File: src/rtl/ps2_pkg.sv
// ps2_pkg: scan-code set 2 constants, ignored responses and decode states
package ps2_pkg;
  localparam logic [7:0] PFX_EXT    = 8'hE0;
  localparam logic [7:0] PFX_BRK    = 8'hF0;
  localparam logic [7:0] PFX_PAUSE  = 8'hE1;
  localparam logic [2:0] PAUSE_SKIP = 3'd7;
  localparam logic [8:0] KEY_SPACE  = 9'h029;
  typedef enum logic [2:0] {D_PLAIN, D_EXT, D_BRK, D_EXT_BRK, D_SKIP} dstate_t;
  // keyboard responses and status bytes that never describe a key
  function automatic logic is_ignored(input logic [7:0] b);
    return b inside {8'hAA, 8'hFA, 8'hFE, 8'hEE, 8'hFC, 8'h00, 8'hFF};
  endfunction
endpackage

File: src/rtl/ps2_frame_rx.sv
// ps2_frame_rx: synchronise, filter and deserialise device-to-host PS/2 frames
module ps2_frame_rx #(
  parameter int FILTER_LEN  = 8,
  parameter int TIMEOUT_CYC = 50000
) (
  input  logic       pclk,
  input  logic       rst,
  input  logic       ps2_clk,
  input  logic       ps2_data,
  output logic [7:0] rx_byte,
  output logic       byte_valid,
  output logic       frame_err
);
  localparam int FW = $clog2(FILTER_LEN + 1);
  localparam int TW = $clog2(TIMEOUT_CYC + 1);
  logic [1:0] clk_sync_q, dat_sync_q;
  logic filt_q, filt_d, par_q, par_d, bv_q, bv_d, err_q, err_d;
  logic [FW-1:0] fcnt_q, fcnt_d;
  logic [3:0] bit_cnt_q, bit_cnt_d;
  logic [7:0] shift_q, shift_d;
  logic [TW-1:0] to_q, to_d;
  logic clk_s, dat_s, flip, fall, ok;
  // filtered clock flips only after FILTER_LEN consecutive samples of the new level
  always_comb begin
    clk_s  = clk_sync_q[1];
    dat_s  = dat_sync_q[1];
    flip   = (clk_s != filt_q) && (fcnt_q == FW'(FILTER_LEN - 1));
    fcnt_d = (clk_s != filt_q && !flip) ? fcnt_q + 1'b1 : '0;
    filt_d = flip ? clk_s : filt_q;
    fall   = flip & ~clk_s;
  end
  // bit assembly, parity/stop check and mid-frame timeout; a fall beats a timeout
  always_comb begin
    bit_cnt_d = bit_cnt_q;
    shift_d   = shift_q;
    par_d     = par_q;
    bv_d      = 1'b0;
    err_d     = 1'b0;
    ok        = (^{shift_q, par_q}) & dat_s;
    to_d      = (bit_cnt_q != 4'd0) ? to_q + 1'b1 : '0;
    if (fall) begin
      to_d = '0;
      if (bit_cnt_q == 4'd0) begin
        err_d     = dat_s;
        bit_cnt_d = dat_s ? 4'd0 : 4'd1;
      end else if (bit_cnt_q <= 4'd8) begin
        shift_d   = {dat_s, shift_q[7:1]};
        bit_cnt_d = bit_cnt_q + 4'd1;
      end else if (bit_cnt_q == 4'd9) begin
        par_d     = dat_s;
        bit_cnt_d = 4'd10;
      end else begin
        bit_cnt_d = 4'd0;
        bv_d      = ok;
        err_d     = ~ok;
      end
    end else if (bit_cnt_q != 4'd0 && to_q == TW'(TIMEOUT_CYC - 1)) begin
      err_d     = 1'b1;
      bit_cnt_d = 4'd0;
      to_d      = '0;
    end
  end
  // all receive state; synchronisers and filter idle high like the bus
  always_ff @(posedge pclk or negedge rst) begin
    if (!rst) begin
      clk_sync_q <= 2'b11;
      dat_sync_q <= 2'b11;
      filt_q     <= 1'b1;
      fcnt_q     <= '0;
      bit_cnt_q  <= 4'd0;
      shift_q    <= 8'd0;
      par_q      <= 1'b0;
      to_q       <= '0;
      bv_q       <= 1'b0;
      err_q      <= 1'b0;
    end else begin
      clk_sync_q <= {clk_sync_q[0], ps2_clk};
      dat_sync_q <= {dat_sync_q[0], ps2_data};
      filt_q     <= filt_d;
      fcnt_q     <= fcnt_d;
      bit_cnt_q  <= bit_cnt_d;
      shift_q    <= shift_d;
      par_q      <= par_d;
      to_q       <= to_d;
      bv_q       <= bv_d;
      err_q      <= err_d;
    end
  end
  assign rx_byte    = shift_q;
  assign byte_valid = bv_q;
  assign frame_err  = err_q;
endmodule

File: src/rtl/ps2_key_tracker.sv
// ps2_key_tracker: decodes set 2 make/break/extended codes into a pressed-key map
module ps2_key_tracker import ps2_pkg::*; #(
  parameter int FILTER_LEN  = 8,
  parameter int TIMEOUT_CYC = 50000
) (
  input  logic         pclk,
  input  logic         rst,
  input  logic         ps2_clk,
  input  logic         ps2_data,
  output logic [511:0] key_down,
  output logic [8:0]   last_change,
  output logic         key_valid,
  output logic         frame_err
);
  logic [7:0] rx_byte;
  logic byte_valid, rx_err, ext, brk, ev, kv_q, kv_d;
  dstate_t state_q, state_d;
  logic [2:0] skip_q, skip_d;
  logic [511:0] key_down_q, key_down_d;
  logic [8:0] last_q, last_d;
  ps2_frame_rx #(.FILTER_LEN(FILTER_LEN), .TIMEOUT_CYC(TIMEOUT_CYC)) u_rx (
    .pclk(pclk), .rst(rst), .ps2_clk(ps2_clk), .ps2_data(ps2_data),
    .rx_byte(rx_byte), .byte_valid(byte_valid), .frame_err(rx_err)
  );
  // decode state and pause skip counter
  always_ff @(posedge pclk or negedge rst) begin
    if (!rst) begin
      state_q <= D_PLAIN;
      skip_q  <= 3'd0;
    end else begin
      state_q <= state_d;
      skip_q  <= skip_d;
    end
  end
  // prefix tracking; a bad frame drops any pending prefix or pause
  always_comb begin
    state_d = state_q;
    skip_d  = skip_q;
    if (rx_err) begin
      state_d = D_PLAIN;
      skip_d  = 3'd0;
    end else if (byte_valid) begin
      case (state_q)
        D_PLAIN: begin
          state_d = rx_byte == PFX_EXT ? D_EXT : rx_byte == PFX_BRK ? D_BRK :
                    rx_byte == PFX_PAUSE ? D_SKIP : D_PLAIN;
          skip_d  = rx_byte == PFX_PAUSE ? PAUSE_SKIP : 3'd0;
        end
        D_EXT:  state_d = rx_byte == PFX_BRK ? D_EXT_BRK : D_PLAIN;
        D_BRK:  state_d = rx_byte == PFX_EXT ? D_EXT_BRK : D_PLAIN;
        D_SKIP: begin
          skip_d  = skip_q - 3'd1;
          state_d = skip_q == 3'd1 ? D_PLAIN : D_SKIP;
        end
        default: state_d = D_PLAIN;
      endcase
    end
  end
  // key event detection and the resulting map / last-change update
  always_comb begin
    ext = state_q == D_EXT || state_q == D_EXT_BRK;
    brk = state_q == D_BRK || state_q == D_EXT_BRK;
    ev  = byte_valid && (state_q == D_EXT_BRK ||
          (state_q == D_EXT && rx_byte != PFX_BRK) ||
          (state_q == D_BRK && rx_byte != PFX_EXT) ||
          (state_q == D_PLAIN && !(rx_byte inside {PFX_EXT, PFX_BRK, PFX_PAUSE}) && !is_ignored(rx_byte)));
    kv_d       = ev;
    last_d     = ev ? {ext, rx_byte} : last_q;
    key_down_d = key_down_q;
    if (ev) key_down_d[{ext, rx_byte}] = ~brk;
  end
  // registered outputs so key_valid coincides with the map update
  always_ff @(posedge pclk or negedge rst) begin
    if (!rst) begin
      key_down_q <= '0;
      last_q     <= 9'd0;
      kv_q       <= 1'b0;
    end else begin
      key_down_q <= key_down_d;
      last_q     <= last_d;
      kv_q       <= kv_d;
    end
  end
  assign key_down    = key_down_q;
  assign last_change = last_q;
  assign key_valid   = kv_q;
  assign frame_err   = rx_err;
endmodule

File: config.mk
export PLATFORM = sky130hd
export DESIGN_NAME = ps2_key_tracker
export DESIGN_NICKNAME = d
export VERILOG_FILES = /design/src/rtl/ps2_pkg.sv /design/src/rtl/ps2_frame_rx.sv /design/src/rtl/ps2_key_tracker.sv
export SDC_FILE = /design/constraint.sdc
export NUM_CORES = 1
export LEC_CHECK = 0
export CORE_MARGIN = 4
export CORE_UTILIZATION = 40
export CTS_BUF_LIST = sky130_fd_sc_hd__clkbuf_2
export CTS_CLUSTER_DIAMETER = 50
export DETAILED_ROUTE_END_ITERATION = 7
export PLACE_DENSITY = 0.66
export RECOVER_POWER = 100
export SYNTH_ARGS = -nofsm -noshare
export SYNTH_HDL_FRONTEND = slang
export SYNTH_SLANG_ARGS = --single-unit
File: constraint.sdc
create_clock -name pclk -period 5.1 [get_ports pclk]
set_input_delay 0.51 -clock pclk [delete_from_list [all_inputs] [get_ports pclk]]
set_output_delay 0.51 -clock pclk [all_outputs]
set_load 0.1 [all_outputs]
-- After elaboration in Yosys (flattened, before gate mapping)
Cells that the tools add are included.
- register bits: 568
- input bits: 4
- output and inout bits: 523
- word-level logic and storage cells: 114
- add/subtract/negate cells: 4
- $lt $le $gt $ge: 3
- equal/unequal tests: 20
- mux-type cells: 35
- bitwise gates (word level): 7
- reductions and logical operators: 30
- operators with widths (cell ; number):
    bitwise mux 512 bit ; 1
    equality test 8 bit, second input constant ; 9
    two-way mux 16 bit ; 3
    two-way mux 3 bit ; 9
    two-way mux 4 bit ; 6
    adder 16 x 1 -> 16 bit, second input constant ; 1
    equality test 16 bit, second input constant ; 1
    inequality test 8 bit, second input constant ; 2
    case mux 3 bit (4 select lines) ; 1
    two-way mux 1 bit ; 11
    < comparator 9 x 10 -> 1 bit, second input constant ; 1
    demux 1 bit (select 9 bit) ; 1
    >= comparator 9 x 1 -> 1 bit, second input constant ; 1
    logical AND 1 bit ; 9
    parity 9 bit ; 1
    adder 4 x 1 -> 4 bit, second input constant ; 2
    logical NOT 8 bit ; 1
    nonzero test 7 bit ; 1
    equality test 3 x 1 -> 1 bit, second input constant ; 2
    equality test 3 x 2 -> 1 bit, second input constant ; 2
    case mux 3 bit (2 select lines) ; 1
    nonzero test 3 bit ; 2
    logical OR 1 bit ; 5
    inverter 1 bit ; 5
    other kinds (16) ; 21

-- Logic depth before layout (Yosys ltp)
- depth in word-level cells: 7
- mapped depth: 11
- depth with buffers taken out: 8

-- Modules after synthesis
A second synthesis with hierarchy kept.
- cell total of the unflattened synthesis: 2150
- area, all modules: 23470.0 µm²
- modules (own cells, without submodules) (module ; instances ; cells each ; area an instance (µm²) ; seq. area each (µm²)):
    ps2_key_tracker ; 1 ; 1975 ; 21503.1 ; 13212.7
    ps2_frame_rx ; 1 ; 175 ; 1966.9 ; 1007.2

-- Least setup slack after synthesis
OpenSTA, ideal clock, no wires.
- path type: register -> register
- start point: reg u_rx.shift_q[3] (netlist: u_rx.rx_byte[3])
- end point: reg last_q[5] (netlist: last_change[5])
- setup time: 0.126 ns
- arrival: 2.109 ns
- required time: 4.974 ns
- setup slack: 2.865 ns
- stages on the path, launching flop included: 9
- path buffers: 2
- period minus slack after synthesis: 2.235 ns
- cells stage by stage: dfrtp_1 > buf_2 > nor4_1 > o2111ai_1 > a21oi_1 > o32a_1 > nand2b_1 > buf_6 > mux2_2
- longest elaborated chain between the ends: 7
- elaborated cells between the ends (all ways): 24
- those cells by class: 11 x eq/ne; 13 x reduce/logical
- RTL lines (item ; line ; text):
    start, declared ; ps2_frame_rx.sv:20 ; logic [7:0] shift_q, shift_d;
    start signal, assigned ; ps2_frame_rx.sv:82 ; shift_q <= shift_d;
    equality test 8 bit ; ps2_key_tracker.sv:66 ; (state_q == D_PLAIN && !(rx_byte inside {PFX_EXT, PFX_BRK, PFX_PAUSE}) && !is_ignored(rx_byte)));
    nonzero test 3 bit ; ps2_key_tracker.sv:66 ;
    logical NOT 1 bit ; ps2_key_tracker.sv:66 ;
    logical AND 1 bit (2 in a row) ; ps2_key_tracker.sv:66 ;
    logical OR 1 bit * ; ps2_key_tracker.sv:65 ; (state_q == D_BRK && rx_byte != PFX_EXT) ||
    logical AND 1 bit * ; ps2_key_tracker.sv:63 ; ev = byte_valid && (state_q == D_EXT_BRK ||
    end signal, assigned ; ps2_key_tracker.sv:80 ; last_q <= last_d;
    end, declared ; ps2_key_tracker.sv:20 ; logic [8:0] last_q, last_d;
Every way passes the cells marked *; elsewhere a longest branch is shown, timed or not.
A chain may end at the register's enable or synchronous reset.

-- Worst setup path after layout
- start point: reg u_rx.shift_q[1] (netlist: u_rx.rx_byte[1])
- end point: reg key_down_q[15] (netlist: key_down[15])
- longest elaborated chain between the ends: 7
- elaborated cells between the ends (all ways): 30
- those cells by class: 2 x order compare; 11 x eq/ne; 3 x mux; 14 x reduce/logical
- RTL lines (item ; line ; text):
    parallel branches: the longest is 7 deep, another holds < comparator 9 x 10 -> 1 bit ; -- ;
    end signal, assigned ; ps2_key_tracker.sv:79 ; key_down_q <= key_down_d;
    end, declared ; ps2_key_tracker.sv:19 ; logic [511:0] key_down_q, key_down_d;
Parallel ways; which one is timed is not known.

==> implementation parameters <==
Parameter                              Value

Run status
  Outcome    finished, violations left
  Violated checks    capacitance limit, slew limit

Min path
  Critical hold path startpoint    u_rx.clk_sync_q[0]$_DFF_PN1_
  Worst Hold Class    reg2reg

Synthesis
  Post-Synthesis Mean Instance Area    10.75 um2
  Count of flip-flops with a built-in enable after synthesis    0
  Cell count after synthesis    between 2000 and 2500
  Count of warnings emitted by yosys    0
  Distinct cell type count of the synthesized netlist    61
  Number of storage elements in the synthesis netlist    568
  Top_reg_cell synth    dfrtp_1
  Cell area after synthesis    approximately 0.023 mm2
  Proportion of synthesized flip-flops having asynchronous set or reset    1.000
  Share of synthesized area occupied by flip-flops and latches    0.6131
  Nets in the synthesized netlist    2169

Timing
  Max-slew violations    1187
  Worst setup skew after layout    124.8 ps
  Final setup fails    0
  Number of hold-slack violations in the final timing report    0
  Peak clock frequency supported by timing    243.7 MHz
  Worst hold margin    362.1 ps
  Final clock period utilization by the worst path    0.8045
  Setup repair after global routing missed its margin    no
  Setup_tns    0 ps
  Slew Limit Headroom    -0.9886
  Slew @ Worst Pin    2983 ps
  Final critical delay including setup and external delays    4103 ps

Clock network
  Clock buffers created by TritonCTS    148
  TritonCTS clock tree    yes
  Worst-skew pair later-pin latency    roughly 1300 ps
  Largest buffer count on any clock path    3
  CTS sink cnt    approximately 570
  Worst-path clk slew    ~110 ps
  Clock tree root buffer cell    clkbuf_2
  Number of H-tree branching levels    4
  Resized cells post-CTS    0

Power and ir drop
  Sequential share of power    0.573
  Worst IR drop on VDD    0.0001486 V
  Gate power share    0.016
  Power per cell area    262.4 mW/mm2
  Internal Power    between 5 and 6 mW
  Sw Share    0.2534
  Switching component of the power    2.006 mW
  Clock network power share    0.411
  Leakage power of the design    15.04 nW

Run
  Max-cap violation count    28

Detailed routing
  Length of routed met3 wiring    roughly 8300 um
  Count of nets left with antenna violations after detail routing    0
  DRC violations left    0
  Met1 WL    between 30000 and 40000 um
  Highest Signal Layer    met4
  WL/cell    24.26 um
  Number of search-and-repair iterations in the first detailed-routing pass    6
  Detail Route met2 WL    38690 um
  Detailed Route WL    between 80000 and 90000 um
  DRC violation total after the first TritonRoute iteration    about 2100
  Detail-routed via count per cell    5.835
  Total via count after detailed routing    slightly above 20000

Worst setup path
  CP max-delay cell    nor2_1
  Critical path arrival    5260 ps
  CP endpoint    key_down[15]$_DFFE_PN0P_
  Critical path start-end classification    reg2reg
  Startpoint kind of the worst setup timing path    flip-flop
  R2r startpoint    u_rx.rx_byte[1]$_DFFE_PN0P_
  Worst setup path startpoint    u_rx.rx_byte[1]$_DFFE_PN0P_
  Delay contributed by the slowest stage of the critical path    approximately 1700 ps
  Worst Path Buf+Inv    1
  Reg2reg end    key_down[15]$_DFFE_PN0P_
  CP required    6260 ps
  Register-to-Register Setup Slack    1000 ps
  Number of stages on the worst setup path    5
  Gate family responsible for the most delay along the worst path    simple AND/OR/NAND/NOR gates
  Logic depth of the worst register-to-register path    5
  Worst path cell trace    nand2_1 > nor2_1 > clkbuf_1 > a31oi_1 > a31oi_1
  Largest fanout on the critical path    22
  Critical Path End Type    flip-flop
  Dominant cell type by count on the critical path    a31oi_1

Final layout
  Ratio of cells with drive above 1 in the final layout    0.1304
  Growth of design area from synthesis to finish    30.08%
  # nets final    2644

Global routing
  GRT Total Usage    0.2650
  Global-route wire length before repair    around 130000 um
  Number of global-route vias before repair    roughly 20000
  Total gr overflow    0
  Largest net degree at the start of global routing    178
  Antenna violations before repair    2

Floorplanning
  Full die area    0.06190 mm2
  Floorplan Core Area    between 0.05 and 0.06 mm2
  Effective utilization at floorplan    0.4074
  Die Wd    248.8 um
  Total number of placement rows    87
  Height of the die    248.8 um
  I/O Pins    527

Placement
  Hpwl dp    55140 um
  GP Congestion    0.8489
  Number of port buffers    526
## repair_timing
item	4_1_cts	5_1_grt
endpoints found under the hold margin	409	0
hold buffers	6	0
setup buffers	0	0
## power by group through the flow
stage	clock, mW	sequential [mW]	combinational [mW]
after detailed placement	0	4.62	0.138
final	3.26	4.53	0.128
after floorplan	0	4.62	0.0294
after CTS	3.36	4.53	0.145
after global placement	0	4.62	0.132
after global routing	3.62	4.54	0.152
## layer usage
metal  vias up  global-route usage
met5         -                   0
met4         0              0.1196
met3       159             0.09397
met2      1051              0.4019
met1     10050              0.3436
li1       9090                   -
## how the worst min path moves through the flow
stage	end	slack, ps	cells after the start
after global placement	u_rx.dat_sync_q[1]$_DFF_PN1_	350	0
after global routing	u_rx.clk_sync_q[0]$_DFF_PN1_	260	2
after detailed placement	u_rx.clk_sync_q[1]$_DFF_PN1_	350	0
final	u_rx.clk_sync_q[1]$_DFF_PN1_	360	0
after floorplan	key_down[0]$_DFFE_PN0P_	210	0
after CTS	u_rx.clk_sync_q[0]$_DFF_PN1_	90	2
## cell type report
| class | count | area, um2 |
|---|---|---|
| diodes | 2 | 5.005 |
| clock buffers | 213 | 1066 |
| clock inverters | 34 | 290.3 |
| fillers | 5090 | 26760 |
| inverters | 12 | 45.04 |
| multi-input cells | 1305 | 7855 |
| flip-flops and latches | 568 | 14220 |
| well taps | 756 | 945.9 |
| repair buffers | 598 | 5741 |
## metrics by stage
| stage | worst slack (ps) | cells | total power, mW | utilization | area (um2) |
|---|---|---|---|---|---|
| detailed placement | 1642 | 3233 | 4.759 | 0.5093 | 29000 |
| finish | 996.9 | 3488 | 7.917 | 0.5299 | 30170 |
| floorplan | 2865 | 2158 | 4.648 | - | 23190 |
| CTS | 1396 | 3486 | 8.035 | 0.5345 | 30430 |
| global placement | 1694 | 3233 | 4.751 | 0.5093 | 29000 |
| global route | 738.4 | 3488 | 8.310 | 0.5299 | 30170 |
## logic make-up (layout without fill, tap and decap cells)
logic type / Yosys count / count (layout) / share of synthesized area
AO/OA/AOI/OAI: 1007 / 1007 / 0.2518
XOR/XNOR: 25 / 25 / 0.01003
adder cells (fa/ha/maj): 7 / 7 / 0.003776
buffers and inverters: 285 / 857 / 0.05265
flip-flops: 568 / 568 / 0.6131
multiplexers: 35 / 35 / 0.01699
other: 0 / 2 / 0
AND/OR/NAND/NOR: 231 / 231 / 0.05163
## flip-flops by register name, summed over array words and instances, names as in the netlist, 2 cells and up
name	count
key_down	512
u_rx.to_q	16
last_change	9
u_rx.rx_byte	8
u_rx.bit_cnt_q	4
u_rx.fcnt_q	4
skip_q	3
state_q	3
u_rx.clk_sync_q	2
u_rx.dat_sync_q	2
## cell usage after synthesis, types with 3 or more instances
| cell type | number | area [um2] |
|---|---|---|
| inv_1 | 12 | 45.04 |
| buf_6 | 9 | 101.4 |
| nand4_1 | 5 | 31.28 |
| a21oi_1 | 424 | 2122 |
| buf_2 | 42 | 210.2 |
| clkbuf_1 | 215 | 807.0 |
| o21ai_0 | 17 | 85.08 |
| nor2b_1 | 6 | 37.54 |
| a21boi_0 | 6 | 45.04 |
| dfstp_2 | 5 | 131.4 |
| a21o_1 | 3 | 22.52 |
| mux2_2 | 23 | 259.0 |
| mux2_1 | 12 | 135.1 |
| nor3_1 | 9 | 45.04 |
| ha_1 | 7 | 87.58 |
| xor2_1 | 7 | 61.31 |
| nor3_2 | 3 | 30.03 |
| xnor2_1 | 17 | 148.9 |
| nor3_4 | 8 | 130.1 |
| a31oi_1 | 535 | 3347 |
| nand3b_1 | 6 | 45.04 |
| o21a_1 | 3 | 22.52 |
| nand2b_1 | 10 | 62.56 |
| nor4_1 | 4 | 25.02 |
| nand2_1 | 54 | 202.7 |
| buf_4 | 4 | 30.03 |
| nor2_1 | 80 | 300.3 |
| nand3_1 | 27 | 135.1 |
| dfrtp_1 | 563 | 14090 |
## layout by cell type, fill, tap and decap left out, drive strengths merged, types with 3 or more instances in the layout
cell,synthesis,routed
nand4,5,5
dfstp,5,5
nor2b,8,8
a21o,3,3
nor4,5,5
nand2b,10,10
mux2,35,35
a21oi,425,425
nand3,27,27
ha,7,7
clkbuf,215,243
dfrtp,563,563
a21boi,6,6
xnor2,17,17
buf,58,40
xor2,7,7
or4,3,3
o21ai,17,17
nand3b,6,6
nor2,81,81
o21a,4,4
a31oi,535,535
bufinv,0,5
inv,12,16
nor3,20,20
dlygate4sd3,0,528
clkinv,0,23
nand2,54,54
Note: power is estimated with default switching activity, not from simulation.
